--- src/rtl/pc_branch_unit.sv ---
// pc_branch_unit: program-counter stage of the MIPS datapath.
// Holds the fetch PC, forms the branch target (ID-stage PC+4 plus the
// word-aligned offset from shift_left_2), and arbitrates the halt, jump-register,
// jump and branch redirects, in that priority order.
// A redirect takes effect on the next edge. The following cycle is a FLUSH cycle
// that squashes the IF/ID register.
// Optional build macro MISALIGN_TRAP_EN: a jump-register to a target that is not
// word aligned goes to TRAP_VECTOR, and out_misaligned pulses alongside out_flush.
// In the default build the low two bits of the jump-register target are cleared.
// This block has no valid/ready handshake. in_stall is the only flow control:
// while it is high in RUN, the PC holds and every redirect input is ignored.
module pc_branch_unit #(
  parameter int unsigned   MSB         = 31,
  parameter logic [MSB:0]  RESET_PC    = 32'h0000_0000
`ifdef MISALIGN_TRAP_EN
  ,
  parameter logic [MSB:0]  TRAP_VECTOR = 32'h0000_0080
`endif
) (
  input  logic          clk,
  input  logic          reset,
  input  logic          in_stall,
  input  logic [MSB:0]  in_pc_plus4_id,
  input  logic [MSB:0]  in_sl2,
  input  logic          in_branch_taken,
  input  logic          in_jump,
  input  logic [25:0]   in_jump_index,
  input  logic          in_jump_reg,
  input  logic [MSB:0]  in_reg_target,
  input  logic          in_halt,
  output logic [MSB:0]  out_pc,
  output logic [MSB:0]  out_pc_plus4,
  output logic          out_flush,
  output logic          out_halted,
`ifdef MISALIGN_TRAP_EN
  output logic          out_misaligned,
`endif
  output logic [1:0]    out_dbg_state
);

  typedef enum logic [1:0] {
    ST_RUN     = 2'd0,
    ST_FLUSH   = 2'd1,
    ST_HALTED  = 2'd2
  } state_t;

  // Clears the low two bits of a jump-register target.
  localparam logic [MSB:0] ALIGN_MASK = {{(MSB-1){1'b1}}, 2'b00};

  state_t        r_state;
  state_t        w_state_next;
  logic [MSB:0]  r_pc;
  logic [MSB:0]  w_pc_next;
  logic [MSB:0]  w_pc_plus4;
  logic [MSB:0]  w_branch_target;
  logic [MSB:0]  w_jump_target;
  logic [MSB:0]  w_jr_target;
`ifdef MISALIGN_TRAP_EN
  logic          r_misaligned;
  logic          w_misaligned_next;
`endif

  // Target candidates. Every add wraps modulo 2^(MSB+1).
  // The signed offset is handled by the two's-complement add.
  always_comb begin
    w_pc_plus4      = r_pc + {{(MSB-2){1'b0}}, 3'd4};
    w_branch_target = in_pc_plus4_id + in_sl2;
    w_jump_target   = {in_pc_plus4_id[MSB:28], in_jump_index, 2'b00};
    w_jr_target     = in_reg_target & ALIGN_MASK;
  end

  // Next-state and next-PC selection. Defaults hold everything.
  always_comb begin
    w_state_next = r_state;
    w_pc_next    = r_pc;
`ifdef MISALIGN_TRAP_EN
    w_misaligned_next = 1'b0;
`endif
    case (r_state)
      ST_RUN: begin
        if (!in_stall) begin
          if (in_halt) begin
            w_state_next = ST_HALTED;
          end else if (in_jump_reg) begin
`ifdef MISALIGN_TRAP_EN
            if (in_reg_target[1:0] != 2'b00) begin
              w_pc_next         = TRAP_VECTOR;
              w_misaligned_next = 1'b1;
            end else begin
              w_pc_next = w_jr_target;
            end
`else
            w_pc_next = w_jr_target;
`endif
            w_state_next = ST_FLUSH;
          end else if (in_jump) begin
            w_pc_next    = w_jump_target;
            w_state_next = ST_FLUSH;
          end else if (in_branch_taken) begin
            w_pc_next    = w_branch_target;
            w_state_next = ST_FLUSH;
          end else begin
            w_pc_next = w_pc_plus4;
          end
        end
      end
      ST_FLUSH: begin
        // Redirect inputs here belong to the squashed instruction.
        if (!in_stall) begin
          w_pc_next = w_pc_plus4;
        end
        w_state_next = ST_RUN;
      end
      ST_HALTED: begin
        w_state_next = ST_HALTED;
      end
      default: begin
        w_state_next = ST_RUN;
      end
    endcase
  end

  // State, PC and the misaligned flag registers. Reset dominates.
  always_ff @(posedge clk) begin
    if (reset) begin
      r_state <= ST_RUN;
      r_pc    <= RESET_PC;
`ifdef MISALIGN_TRAP_EN
      r_misaligned <= 1'b0;
`endif
    end else begin
      r_state <= w_state_next;
      r_pc    <= w_pc_next;
`ifdef MISALIGN_TRAP_EN
      r_misaligned <= w_misaligned_next;
`endif
    end
  end

  // Outputs are decoded from registered state, so they are glitch-free.
  always_comb begin
    out_pc        = r_pc;
    out_pc_plus4  = w_pc_plus4;
    out_flush     = (r_state == ST_FLUSH);
    out_halted    = (r_state == ST_HALTED);
    out_dbg_state = r_state;
`ifdef MISALIGN_TRAP_EN
    out_misaligned = r_misaligned;
`endif
  end

endmodule

--- config.mk ---
export PLATFORM = sky130hd
export DESIGN_NAME = pc_branch_unit
export DESIGN_NICKNAME = d
export VERILOG_FILES = /design/src/rtl/pc_branch_unit.sv
export SDC_FILE = /design/constraint.sdc
export NUM_CORES = 1
export LEC_CHECK = 0
export ABC_AREA = 1
export BUFFER_PORTS_ARGS = -buffer_cell sky130_fd_sc_hd__buf_2
export CAP_MARGIN = 20
export CORE_MARGIN = 4
export CORE_UTILIZATION = 56
export CTS_CLUSTER_DIAMETER = 200
export DETAILED_ROUTE_END_ITERATION = 8
export PLACE_DENSITY = 0.89
export REMOVE_ABC_BUFFERS = 1
export SLEW_MARGIN = 20
export SYNTH_ARGS = -nofsm -noshare
export SYNTH_HDL_FRONTEND = slang
export SYNTH_SLANG_ARGS = --single-unit
export TNS_END_PERCENT = 50
--- constraint.sdc ---
create_clock -name clk -period 4.8 [get_ports clk]
set_clock_uncertainty 0.05 [all_clocks]
set_input_delay 0.24 -clock clk [delete_from_list [all_inputs] [get_ports clk]]
set_output_delay 0.24 -clock clk [all_outputs]
set_load 0.05 [all_outputs]
# Yosys cells after proc, flatten, opt, wreduce, memory -nomap -nowiden
# Cells that the tools add are included.
# Widths: inputs -> output; s select.
[classes]
muxes = 13
n_eq_ne = 6
reduce_logical = 4
addsub = 2
[op_table]
columns = ["cell", "n"]
rows = [
  ["$mux 32", 6],
  ["$pmux 32 s2", 1],
  ["$add 32x3->32 const B", 1],
  ["$add 32x32->32", 1],
  ["$mux 2", 5],
  ["$ne 2x2->1 const B", 3],
  ["$ne 5x5->1 const B", 1],
  ["$pmux 2 s2", 1],
  ["$reduce_and 4->1", 1],
  ["$eq 2x1->1 const B", 1],
  ["$eq 2x2->1 const B", 1],
  ["$logic_not 2->1", 1],
  ["$reduce_and 2->1", 1],
  ["$reduce_bool 2->1", 1],
]
[totals]
out_inout_bits = 68
wordCells = 27
in_bits = 129
register_bits = 34

# Logic depth before layout (Yosys ltp)
[depth]
ltp_word = 7
mapped_depth = 16
depth_no_buf = 16

# Worst setup path after synthesis
# OpenSTA, ideal clock, no wires.
[synth_path]
path_type = "register -> register"
from = "reg r_pc[2] (netlist: out_pc[2])"
to = "reg r_pc[25] (netlist: out_pc[25])"
synth_period_minus_slack_ps = 2873
stages_incl_launch_ff = 10
slack_ps = 1927
setup_ps = 70
required_time_ps = 4680
t_arrival_ps = 2752
n_path_buf = 0
cell_sequence = "dfxtp_1 > inv_2 > nor2_4 > nand2_4 > nor2_4 > nand3_2 > nor3_2 > xor2_1 > a21oi_1 > a21oi_1"
[synth_via]
elab_chain_len = 7
word_cells_on_any_way = 8
classes_between = "add/sub (1); mux (7)"
[synth_lines]
columns = ["element", "line", "rtl"]
rows = [
  ["start: declaration", "52", "logic [MSB:0] r_pc;"],
  ["start signal: assignment", "133", "r_pc <= w_pc_next;"],
  ["$add 32x3->32 *", "66", "w_pc_plus4 = r_pc + {{(MSB-2){1'b0}}, 3'd4};"],
  ["via out_pc_plus4[25]", "32", "output logic [MSB:0] out_pc_plus4,"],
  ["$mux 32", "99", "end else if (in_branch_taken) begin"],
  ["$mux 32", "96", "end else if (in_jump) begin"],
  ["$mux 32", "84", "end else if (in_jump_reg) begin"],
  ["$mux 32", "82", "if (in_halt) begin"],
  ["$mux 32", "81", "if (!in_stall) begin"],
  ["$pmux 32 s2 *", "79", "case (r_state)"],
]
# The timed path passes the listed nets; every way through them passes the cells marked *. The select of a mux whose other input is x is not followed.
# A chain may end at the register's enable or synchronous reset.

# Final worst setup path
[layout_path]
from = "reg r_pc[2] (netlist: out_pc[2])"
to = "out out_pc_plus4[24]"
[layout_via]
elab_chain_len = 1
[layout_lines]
columns = ["element", "line"]
rows = [
  ["$add 32x3->32", "66"],
  ["end: declaration", "32"],
]
# Every way passes these cells.

==> out/metrics.yaml <==
run_status: "complete, no violations"
io_pins: 197
cts.repair_timing.setup_buffer_count: 0
die-area_mm2: 0.0112
worst_skew_pair.late_latency_ns: 0.31
postSynthCellCount: 980
detailedRoute.firstIterationViolations: 624
total_leakage_power_uw: 0.00355
finalNetCount: 1320
core-area_mm2: 0.00928
maximum_number_of_pins_on_one_net_before_global_route_repair: 46
design_power_total_uw: 1370
gr-total-overflow: 0
placedCellCount: 1280
timing.final.crit_share_pct: 55.2
cts.reportedPaths.clkPinSlew_ns: 0.08
worst_slew_margin_rel_pct: 44.0
finish.instance_area_mm2: 0.00652
cts_buffers: 5
route.detailed.drc: 0
max-vdd-ir-drop_v: 0.000164
cts_sinks: 34
floorplan.die.height_um: 106
period_minus_slack_ns: 2.65
antenna_found_initial: 0
hpwl_dp_um: 16100
worstSetupEndpointType: "output pin"
drt_pass1_iterations: 6
setup_violations: 0
diodes: 0
post_drt_via_cell_ratio: 5.60
drt-total-wl_um: 20100
syn_area_per_cell_um2: 5.47
fin_setup_tns_ns: 0
clockRootBuffer: "sky130_fd_sc_hd__clkbuf_8"
yosysWarningCount: 0
syn_to_final_growth_pct: 21.6
vias: 7216
rsz0062_at_grt: "no"
number_of_gates_resized_after_cts: 0
arrival_time_of_the_worst_setup_path_ns: 2.36
route.antenna.remaining_nets: 0
clockBufferDepth: 2
power_density_mw_per_mm2: 211
number_of_max_cap_violations: 0
timing.fmax_mhz: 377
cts_tree: "done"
synth.cell_area_mm2: 0.00536
worst_ep_required_time_ns: 4.51
wl_per_cell_um: 15.6
timing.final.hold_violations: 0
place.gp.congestion: 0.955
final-instance-count-excl-fill: 1288
hold_path.class: "in2reg"
track_usage_pct: 34.9
grt_pass1_vias: 6642
hold_buffers: 0
final_layout_size_suffix_gt1_share_pct: 21.9
worst_pin_slew_ns: 0.839
synth-seq-cells: 34
floorplan.rows: 35
timing_worst_setup_path_type: "reg2out"
drv_slew: 0
yosysUniqueCellTypes: 46
placed_area_mm2: 0.00641
die_w_um: 106
starting_density_of_the_core_pct: 57.7
critical_path.max_fanout: 7
synth.yosys.seq_area_share_pct: 12.7
cts.htree.levels: 2
setup.worst_path.start_class: "register"
grt_pass1_wl_um: 32000
portBuffers: 194
layout by cell type, fill, tap and decap left out, types with 5 or more instances in the layout:
| master | instances |
|---|---|
| sky130_fd_sc_hd__nand2_1 | 310 |
| sky130_fd_sc_hd__clkbuf_8 | 5 |
| sky130_fd_sc_hd__xor2_1 | 12 |
| sky130_fd_sc_hd__nand4_1 | 10 |
| sky130_fd_sc_hd__xnor2_1 | 9 |
| sky130_fd_sc_hd__nor2_1 | 86 |
| sky130_fd_sc_hd__inv_1 | 121 |
| sky130_fd_sc_hd__dfxtp_1 | 34 |
| sky130_fd_sc_hd__a21oi_1 | 100 |
| sky130_fd_sc_hd__or2_2 | 8 |
| sky130_fd_sc_hd__nor2_2 | 6 |
| sky130_fd_sc_hd__nand3b_1 | 8 |
| sky130_fd_sc_hd__buf_2 | 194 |
| sky130_fd_sc_hd__ha_1 | 32 |
| sky130_fd_sc_hd__o211ai_1 | 6 |
| sky130_fd_sc_hd__nand2_2 | 7 |
| sky130_fd_sc_hd__o21ai_0 | 73 |
| sky130_fd_sc_hd__nor3_1 | 8 |
| sky130_fd_sc_hd__nor2_4 | 6 |
| sky130_fd_sc_hd__nor4_1 | 5 |
| sky130_fd_sc_hd__nand3_1 | 65 |
| sky130_fd_sc_hd__o21bai_1 | 7 |
routing by layer:
metal	track usage (%)	share of wire [%]	up-vias
met3	5.27	11	47
met2	57.7	45	457
met4	11.1	2.8	0
met1	46.6	41	3159
li1	-	-	3553
met5	0	0	-
worst max-delay path, cell delays in order, from the launching register on:
cell and delay, ns:
sky130_fd_sc_hd__dfxtp_1 0.46, sky130_fd_sc_hd__ha_1 0.28, sky130_fd_sc_hd__inv_1 0.11, sky130_fd_sc_hd__nor3_4 0.31
sky130_fd_sc_hd__nand4_2 0.19, sky130_fd_sc_hd__nor2_2 0.13, sky130_fd_sc_hd__nand2_1 0.09, sky130_fd_sc_hd__xnor2_2 0.18
sky130_fd_sc_hd__buf_2 0.30
sequential cells by signal (all words and copies together), names as in the netlist:
register and flops:
out_pc 32, out_dbg_state 2
cells by family (layout without fill, tap and decap cells):
family	Yosys count	after routing	synth area share, %
simple gates	531	531	43.3
buf+inv	154	333	11.1
fa+ha+maj	33	33	7.84
compound gates	202	202	20.1
flops	34	34	12.7
xor+xnor	26	26	4.95
power breakdown:
| group | total, uW | leakage (uW) | internal (uW) | switching [uW] |
|---|---|---|---|---|
| Combinational | 751 | 0.00321 | 227 | 524 |
| Clock | 276 | 0.0000579 | 153 | 123 |
| Sequential | 346 | 0.000279 | 305 | 40.9 |
| Total | 1370 | 0.00355 | 686 | 688 |
area by class of cell:
class / instances / area [um^2]
fill: 894 / 2770
timing repair buffer: 198 / 1000
multi-input combinational: 792 / 4090
inverter: 127 / 478
clock buffer: 5 / 68.8
sequential: 34 / 681
clock inverter: 3 / 40.0
tap: 129 / 161
worst paths after layout:
path                                        from          endpoint  slack [ns]  cells after the start
worst max register to register  out_dbg_state[0]         out_pc[1]        2.51                      9
worst min-delay path            in_reg_target[3]         out_pc[3]        0.19                      3
worst min register to register        out_pc[14]        out_pc[14]        0.51                      2
worst max-delay path                   out_pc[2]  out_pc_plus4[24]        2.15                      8
per-stage QoR:
| stage | hold WS (ns) | worst slack, ns | utilization, % |
|---|---|---|---|
| after global placement | 0.462 | 2.39 | 69.0 |
| final | 0.189 | 2.15 | 70.2 |
| after detailed placement | 0.487 | 2.35 | 69.0 |
| after CTS | 0.192 | 2.17 | 70.2 |
| after global routing | 0.224 | 1.95 | 70.2 |
| after floorplan | 0.259 | 1.81 | - |
synth_stat cells (all sizes together):
cell type,instances,share of area (%)
nand2,318,23
inv,125,8.8
a21oi,103,9.8
nor2,98,8.0
o21ai,76,7.1
nand3,67,6.4
dfxtp,34,13
ha,32,7.5
clkbuf,20,1.4
xnor2,13,2.7
xor2,13,2.3
nand4,12,1.6
nor3,11,1.4
or2,9,1.1
nand3b,8,1.1
buf,7,0.75
o21bai,7,0.98
o211ai,6,0.84
nor4,5,0.58
a22oi,3,0.42
a21o,2,0.28
a31oi,2,0.23
clkinv,2,0.16
and2,1,0.12
fa,1,0.37
nor3b,1,0.14
o221ai,1,0.16
o22ai,1,0.12
o41ai,1,0.16
or3,1,0.12
Note: power is estimated with default switching activity, not from simulation.
